### src/rtl/wallace_pkg.sv
// wallace_pkg: shared widths, latency and tree-shape helpers; LATENCY depends on WALLACE_PIPELINE_EN
package wallace_pkg;
  localparam int WIDTH_DEF = 32;
  localparam int PROD_W = 64;
`ifdef WALLACE_PIPELINE_EN
  localparam int LATENCY = 3;
`else
  localparam int LATENCY = 2;
`endif
  function automatic int next_rows(input int n);
    return 2 * (n / 3) + n % 3;
  endfunction
  function automatic int rows_at(input int n, input int l);
    int r;
    r = n;
    for (int j = 0; j < l; j++) r = next_rows(r);
    return r;
  endfunction
  function automatic int num_layers(input int n);
    int r;
    int c;
    r = n;
    c = 0;
    while (r > 2) begin
      r = next_rows(r);
      c++;
    end
    return c;
  endfunction
endpackage

### src/rtl/wallace_fa.sv
// wallace_fa: 1-bit full adder (a, b, cin -> sum, cout); half adder when cin is tied to 0
module wallace_fa (
  input  logic a,
  input  logic b,
  input  logic cin,
  output logic sum,
  output logic cout
);
  assign sum  = a ^ b ^ cin;
  assign cout = (a & b) | (cin & (a ^ b));
endmodule

### src/rtl/wallace.sv
// wallace: pipelined unsigned Wallace-tree multiplier, out = a*b after LATENCY edges; ports a, b, out, clk, rst_n (async active-low); WALLACE_PIPELINE_EN adds a register bank before the CPA
module wallace
  import wallace_pkg::*;
#(
  parameter int WIDTH = WIDTH_DEF
) (
  input  logic [WIDTH-1:0]   a,
  input  logic [WIDTH-1:0]   b,
  output logic [2*WIDTH-1:0] out,
  input  logic               clk,
  input  logic               rst_n
);
  localparam int PW = 2 * WIDTH;
  localparam int NL = num_layers(WIDTH);
  logic [WIDTH-1:0] a_q, b_q;
  logic [PW-1:0] rows [NL+1][WIDTH];
  logic [PW-1:0] prod_d;
  genvar i, l, g, k, r;
  for (i = 0; i < WIDTH; i++) begin : g_pp
    assign rows[0][i] = {{WIDTH{1'b0}}, a_q & {WIDTH{b_q[i]}}} << i;
  end
  // Each layer compresses every group of three rows into a sum row and a
  // left-shifted carry row; leftover rows pass straight to the next layer.
  // Carries out of the top bit are dropped: the product always fits in PW bits.
  for (l = 0; l < NL; l++) begin : g_lay
    localparam int N = rows_at(WIDTH, l);
    localparam int G = N / 3;
    localparam int M = next_rows(N);
    for (g = 0; g < G; g++) begin : g_grp
      logic [PW-1:0] s, c;
      for (k = 0; k < PW; k++) begin : g_bit
        wallace_fa u_fa (
          .a   (rows[l][3*g][k]),
          .b   (rows[l][3*g+1][k]),
          .cin (rows[l][3*g+2][k]),
          .sum (s[k]),
          .cout(c[k])
        );
      end
      assign rows[l+1][2*g]   = s;
      assign rows[l+1][2*g+1] = {c[PW-2:0], 1'b0};
    end
    for (r = 0; r < N % 3; r++) begin : g_pass
      assign rows[l+1][2*G+r] = rows[l][3*G+r];
    end
    for (r = M; r < WIDTH; r++) begin : g_zero
      assign rows[l+1][r] = '0;
    end
  end
`ifdef WALLACE_PIPELINE_EN
  logic [PW-1:0] s_q, c_q;
  assign prod_d = s_q + c_q;
  always_ff @(posedge clk or negedge rst_n) begin
    if (!rst_n) begin
      s_q <= '0;
      c_q <= '0;
    end else begin
      s_q <= rows[NL][0];
      c_q <= rows[NL][1];
    end
  end
`else
  assign prod_d = rows[NL][0] + rows[NL][1];
`endif
  always_ff @(posedge clk or negedge rst_n) begin
    if (!rst_n) begin
      a_q <= '0;
      b_q <= '0;
      out <= '0;
    end else begin
      a_q <= a;
      b_q <= b;
      out <= prod_d;
    end
  end
endmodule

### config.mk
export PLATFORM = sky130hd
export DESIGN_NAME = wallace
export DESIGN_NICKNAME = d
export VERILOG_FILES = /design/src/rtl/wallace_pkg.sv /design/src/rtl/wallace_fa.sv /design/src/rtl/wallace.sv
export SDC_FILE = /design/constraint.sdc
export NUM_CORES = 2
export LEC_CHECK = 0
export ABC_AREA = 0
export BUFFER_PORTS_ARGS = -buffer_cell sky130_fd_sc_hd__buf_4
export CAP_MARGIN = 20
export CORE_MARGIN = 2
export CORE_UTILIZATION = 30
export CTS_BUF_LIST = sky130_fd_sc_hd__clkbuf_8 sky130_fd_sc_hd__clkbuf_16
export DETAILED_ROUTE_END_ITERATION = 8
export PLACE_DENSITY = 0.55
export SYNTH_ARGS = -nofsm -noshare
export SYNTH_HDL_FRONTEND = slang
export SYNTH_SLANG_ARGS = --single-unit
export TNS_END_PERCENT = 100
### constraint.sdc
create_clock -name clk -period 19.5 [get_ports clk]
set_input_delay 1.95 -clock clk [delete_from_list [all_inputs] [get_ports clk]]
set_output_delay 1.95 -clock clk [all_outputs]
set_load 0.01 [all_outputs]
# Word-level counts from Yosys, hierarchy flattened
# Cells that the tools add are included.
# op_classes
n_addsub	1
bitwise_logic	4882
# op_table
operator	n
bitwise AND 1 bit	1972
bitwise XOR 1 bit	1972
bitwise AND 32 bit	32
bitwise OR 1 bit	906
adder 63 x 64 -> 64 bit	1
# totals
regBits	128
in_bits	66
output_inout_bits	64
elab_cells	4886

# Logic depth before layout (Yosys ltp)
# logic_depth
word_depth	26
ltp_mapped	28
ltp_nobuf	26

# By module
# Synthesis repeated with hierarchy kept, for this count alone.
# hier_totals
hier_cells	3809
area_unflattened_um2	52475.3
# by_module_without_submodules
module	n_inst	cells_each	area_per_inst_um2	seq_area_each_um2
wallace_fa	1920	1	20.0	0.0
wallace	1	1889	14038.5	3203.1

# Least setup slack after synthesis
# Ideal clock, no wire load.
# synth_timing
kind	register -> register
from	register b_q[15]
to	register out[58]
setup_ns	0.094
arrival_ns	7.005
required_ns	19.406
slack_ns	12.401
path_stages_with_launch	25
path_buffers	2
synth_period_minus_slack_ns	7.099
path_cell_list	dfrtp_1 > clkbuf_1 > nand2_1 > fa_1 > fa_1 > inv_1 > fa_1 > inv_1 > fa_1 > fa_1 > inv_1 > fa_1 > fa_1 > inv_1 > fa_1 > inv_1 > ha_1 > buf_2 > nand4_1 > nor4_1 > o311ai_1 > a211oi_2 > o2111ai_2 > and4b_1 > a211oi_1
# synth_between
elab_chain_cells	22
# synth_rtl
element	line_no	rtl
start, declared	wallace.sv:15	logic [WIDTH-1:0] a_q, b_q;
start signal, assigned	wallace.sv:68	b_q <= '0;
start signal, assigned	wallace.sv:72	b_q <= b;
bitwise AND 32 bit *	wallace.sv:20	assign rows[0][i] = {{WIDTH{1'b0}}, a_q & {WIDTH{b_q[i]}}} << i;
bitwise XOR 1 bit	wallace_fa.sv:9, wallace_fa.sv:10	
bitwise AND 1 bit / bitwise XOR 1 bit (equally long branches)	wallace_fa.sv:10, wallace_fa.sv:9	
bitwise OR 1 bit / bitwise XOR 1 bit (equally long branches)	wallace_fa.sv:10, wallace_fa.sv:9	
bitwise AND 1 bit	wallace_fa.sv:10	assign cout = (a & b) | (cin & (a ^ b));
bitwise OR 1 bit	wallace_fa.sv:10	
bitwise XOR 1 bit	wallace_fa.sv:9, wallace_fa.sv:10	
bitwise AND 1 bit / bitwise XOR 1 bit (equally long branches)	wallace_fa.sv:10, wallace_fa.sv:9	
[7 not listed]	--	
bitwise XOR 1 bit	wallace_fa.sv:9, wallace_fa.sv:10	
bitwise AND 1 bit	wallace_fa.sv:10	
bitwise OR 1 bit	wallace_fa.sv:10	
bitwise XOR 1 bit	wallace_fa.sv:9, wallace_fa.sv:10	
bitwise AND 1 bit	wallace_fa.sv:10	
bitwise OR 1 bit	wallace_fa.sv:10	
adder 63 x 64 -> 64 bit *	wallace.sv:63	assign prod_d = rows[NL][0] + rows[NL][1];
net prod_d[58]	wallace.sv:17	logic [PW-1:0] prod_d;
end signal, assigned	wallace.sv:73	out <= prod_d;
end, declared	wallace.sv:9	output logic [2*WIDTH-1:0] out,
# Mark *: on every way through the listed nets, which the timed path passes. The rest lies on a longest branch.

# Worst setup path in the final report
# layout_timing
from	register b_q[10]
to	register out[58]
# layout_between
elab_chain_cells	23
# layout_rtl
element	line_no
bitwise AND 32 bit *	wallace.sv:20
bitwise XOR 1 bit	wallace_fa.sv:9, wallace_fa.sv:10
bitwise AND 1 bit	wallace_fa.sv:10
bitwise OR 1 bit	wallace_fa.sv:10
bitwise XOR 1 bit	wallace_fa.sv:9, wallace_fa.sv:10
bitwise AND 1 bit / bitwise XOR 1 bit (equally long branches)	wallace_fa.sv:10, wallace_fa.sv:9
bitwise OR 1 bit / bitwise XOR 1 bit (equally long branches)	wallace_fa.sv:10, wallace_fa.sv:9
bitwise AND 1 bit / bitwise XOR 1 bit (equally long branches)	wallace_fa.sv:10, wallace_fa.sv:9
[8 not listed]	--
bitwise XOR 1 bit	wallace_fa.sv:9, wallace_fa.sv:10
bitwise AND 1 bit	wallace_fa.sv:10
bitwise OR 1 bit	wallace_fa.sv:10
bitwise XOR 1 bit	wallace_fa.sv:9, wallace_fa.sv:10
bitwise AND 1 bit	wallace_fa.sv:10
bitwise OR 1 bit	wallace_fa.sv:10
adder 63 x 64 -> 64 bit *	wallace.sv:63
net prod_d[58]	wallace.sv:17
# Marks and branches as above.

==> key figures <==
Synth
  – Post-synth top area share: 0.512
  – Synth Register Bits: roughly 130
  – Post-synthesis sequential area ratio: 0.0902
  – Ys Warns: 0
  – Number of synthesized flops with an enable pin: 0
  – Mean post-synth cell area: 9.16 um2
  – Top-count cell post-synth: inv_1
  – Cell area after synthesis: 35500 um2
  – Ys flop type: dfrtp_1
  – Post-synth top area cell: fa_1
  – Post-synth ARST share: 1.00
  – Net Count, Synth: 5067
  – Most common library cells after synthesis: inv_1 (987), fa_1 (908), nand2_1 (823), and2_1 (251), clkbuf_1 (217)
  – Top cells by area, synth: fa_1 (51%), inv_1 (10%), dfrtp_1 (9.0%), nand2_1 (8.7%), ha_1 (7.5%)
  – Mapped Cells: 3879
  – Yosys cell types: between 60 and 70

Status
  – Outcome: complete, no violations

Setup path
  – Max incr delay on CP: about 0.67 ns
  – CP Capture Type: register
  – Setup crit end: out[58]
  – R2R Path Start: b_q[10]
  – Crit path top cell by count: fa_1
  – Crit Path Max Fanout: 21
  – Startpoint Class: register
  – Type of the worst setup path: reg -> reg
  – Reg2reg setup slack: around 11 ns
  – RR Endpoint: out[58]
  – Crit path max-delay cell type: dfrtp_1
  – Start point of the critical path: b_q[10]
  – Worst-case reg-to-reg path depth: 24
  – Arr. time, crit path: 9.26 ns
  – Cell Chain, Critical Path: buf_4, nand2_1, fa_1, inv_1, fa_1, fa_1, inv_1, fa_1, fa_1, inv_1, fa_1, fa_1, inv_1, fa_1, inv_1, ha_1, nand4_1, nor4_1, o311ai_1, buf_4, a211oi_2, o2111ai_2, and4b_1, a211oi_1
  – Crit path required time: approximately 20 ns

Drt
  – Drt wl/cell: 18.5 um
  – Initial DRT Pass Iterations: 7
  – 1st-iter DRT viols: 1215
  – Routed Antenna Nets: 0
  – WL final: roughly 100000 um
  – DRC: 0
  – Routed vias/inst: roughly 4.6
  – Via Count: around 25000

Global route
  – Congestion Overflow GR: 0
  – Gr usage total: 0.176
  – Initial antenna violation count: 1
  – Vias in the first global route: 27800
  – First-pass GRT wire length: 163000 um
  – Largest net degree at the start of global routing: slightly above 60

Final layout
  – Sequential Area: between 3000 and 4000 um2
  – NumNets Final: 5063
  – Fillers: approximately 12000
  – Multi-input gate area: 27800 um2
  – Finished Core Util: 0.329
  – Share of cells above drive strength 1: 0.0638
  – P&R area growth vs syn: 8.95%

Placement
  – Pre-CTS setup slack: around 11 ns
  – # port buffers: between 100 and 150
  – Hpwl dp: about 80000 um
  – GPL Wtd Cong: around 0.84

Timing
  – Measured slew at the worst slew-check pin: ~1.1 ns
  – Final hold vios: 0
  – RSZ-0062 raised after global routing: false
  – Fin crit period: around 8.8 ns
  – Clk_skew: ~0.030 ns
  – Final slew viol count: 0
  – Final worst setup slack: around 11 ns
  – Setup violations, final: 0
  – Slew headroom: 0.263
  – Fin Hold WS: approximately 0.84 ns
  – Max Clock Freq: approximately 110 MHz
  – TNS Setup: 0 ns
  – Final period util: 0.453

Clocking
  – CTS Buffer Depth: 2
  – CTS tree: done
  – Worst-Skew Late Latency: between 0.5 and 0.6 ns
  – Clock Pin Slew Worst Setup and Hold Paths: 0.07 ns
  – Hold-fix buffers at CTS: 0
  – Root Buffer: clkbuf_16
  – # Post-CTS Setup Buffers: 0
  – Sink Count: ~130
  – H-tree level count: 4
  – Clock buffer count from CTS: 17
  – Post-cts resize count: 0

Die
  – I/O pins: 130
  – Die area: ~120000 um2
  – Initial Util: 0.302
  – DIE WIDTH: 348 um
  – Std-Cell Rows: 126
  – Die H: 348 um
  – Core Area: 118000 um2

Flow run
  – Max cap viols: 0

Min path
  – Hold Path Class: reg -> reg
[how the worst min path moves through the flow]
stage / from / end / slack (ns) / cells past startpoint
after floorplan: a_q[0] / out[0] / 0.73 / 2
after global placement: b_q[0] / out[0] / 0.83 / 2
after detailed placement: b_q[0] / out[0] / 0.82 / 2
after CTS: b_q[0] / out[0] / 0.85 / 2
after global routing: b_q[0] / out[0] / 0.88 / 2
final: b_q[0] / out[0] / 0.84 / 2
[cell type report]
type                       instances  share of cell area
tap                             1536              0.0497
sequential                       128              0.0828
clock inverter                    15             0.00453
clock buffer                      17              0.0110
multi-input combinational       2544               0.718
inverter                         987              0.0957
antenna                            2            0.000129
timing repair buffer             197              0.0383
[state kept, by name, summed over array words and instances (netlist names)]
name	cells
out	64
a_q	32
b_q	32
[through the flow]
step / cell area, um2 / instances
floorplan: 35500 / 3879
global placement: 38100 / 5391
detailed placement: 38100 / 5392
CTS: 38700 / 5424
global route: 38700 / 5425
finish: 38700 / 5426
[cell families after synthesis]
family,Yosys count,share of synthesized area
AOI/OAI and AO/OA,196,0.0368
xor gates and xnor gates,48,0.0118
adders and majority gates,1122,0.587
buffers and inverters,1207,0.128
DFF,128,0.0902
muxes,1,0.000282
and+or+nand+nor,1177,0.146
[routing by layer]
layer / vias to the layer above / track usage / wire [um]
li1: 11000 / - / -
met1: 13400 / 0.231 / 42600
met2: 635 / 0.298 / 50700
met3: 99 / 0.0286 / 5120
met4: 0 / 0.0486 / 2160
met5: - / 0 / 0
[cells in the final DEF, fill, tap and decap left out, types with 11 or more instances in the layout]
master     instances
inv_1            987
fa_1             908
nand2_1          823
and2_1           251
ha_1             214
buf_4            196
dfrtp_1          128
a21oi_1           64
nor2_1            43
o21ai_0           33
a21o_1            31
xnor2_1           29
xor2_1            19
nand3_1           17
clkbuf_16         17
nand4_1           14
o21bai_1          11
[worst max-delay path, delay by kind of cell, from the launching register on]
family | cells | cell delay, ns
adder cells (fa/ha/maj) | 9 | 4.82
AO/OA/AOI/OAI | 4 | 1.12
flip-flops | 1 | 0.67
buffers and inverters | 7 | 0.92
AND/OR/NAND/NOR | 4 | 1.15
Power is left out: the tool's default activity adds up to more than one toggle a clock period on the data nets, which glitch-free logic cannot reach.
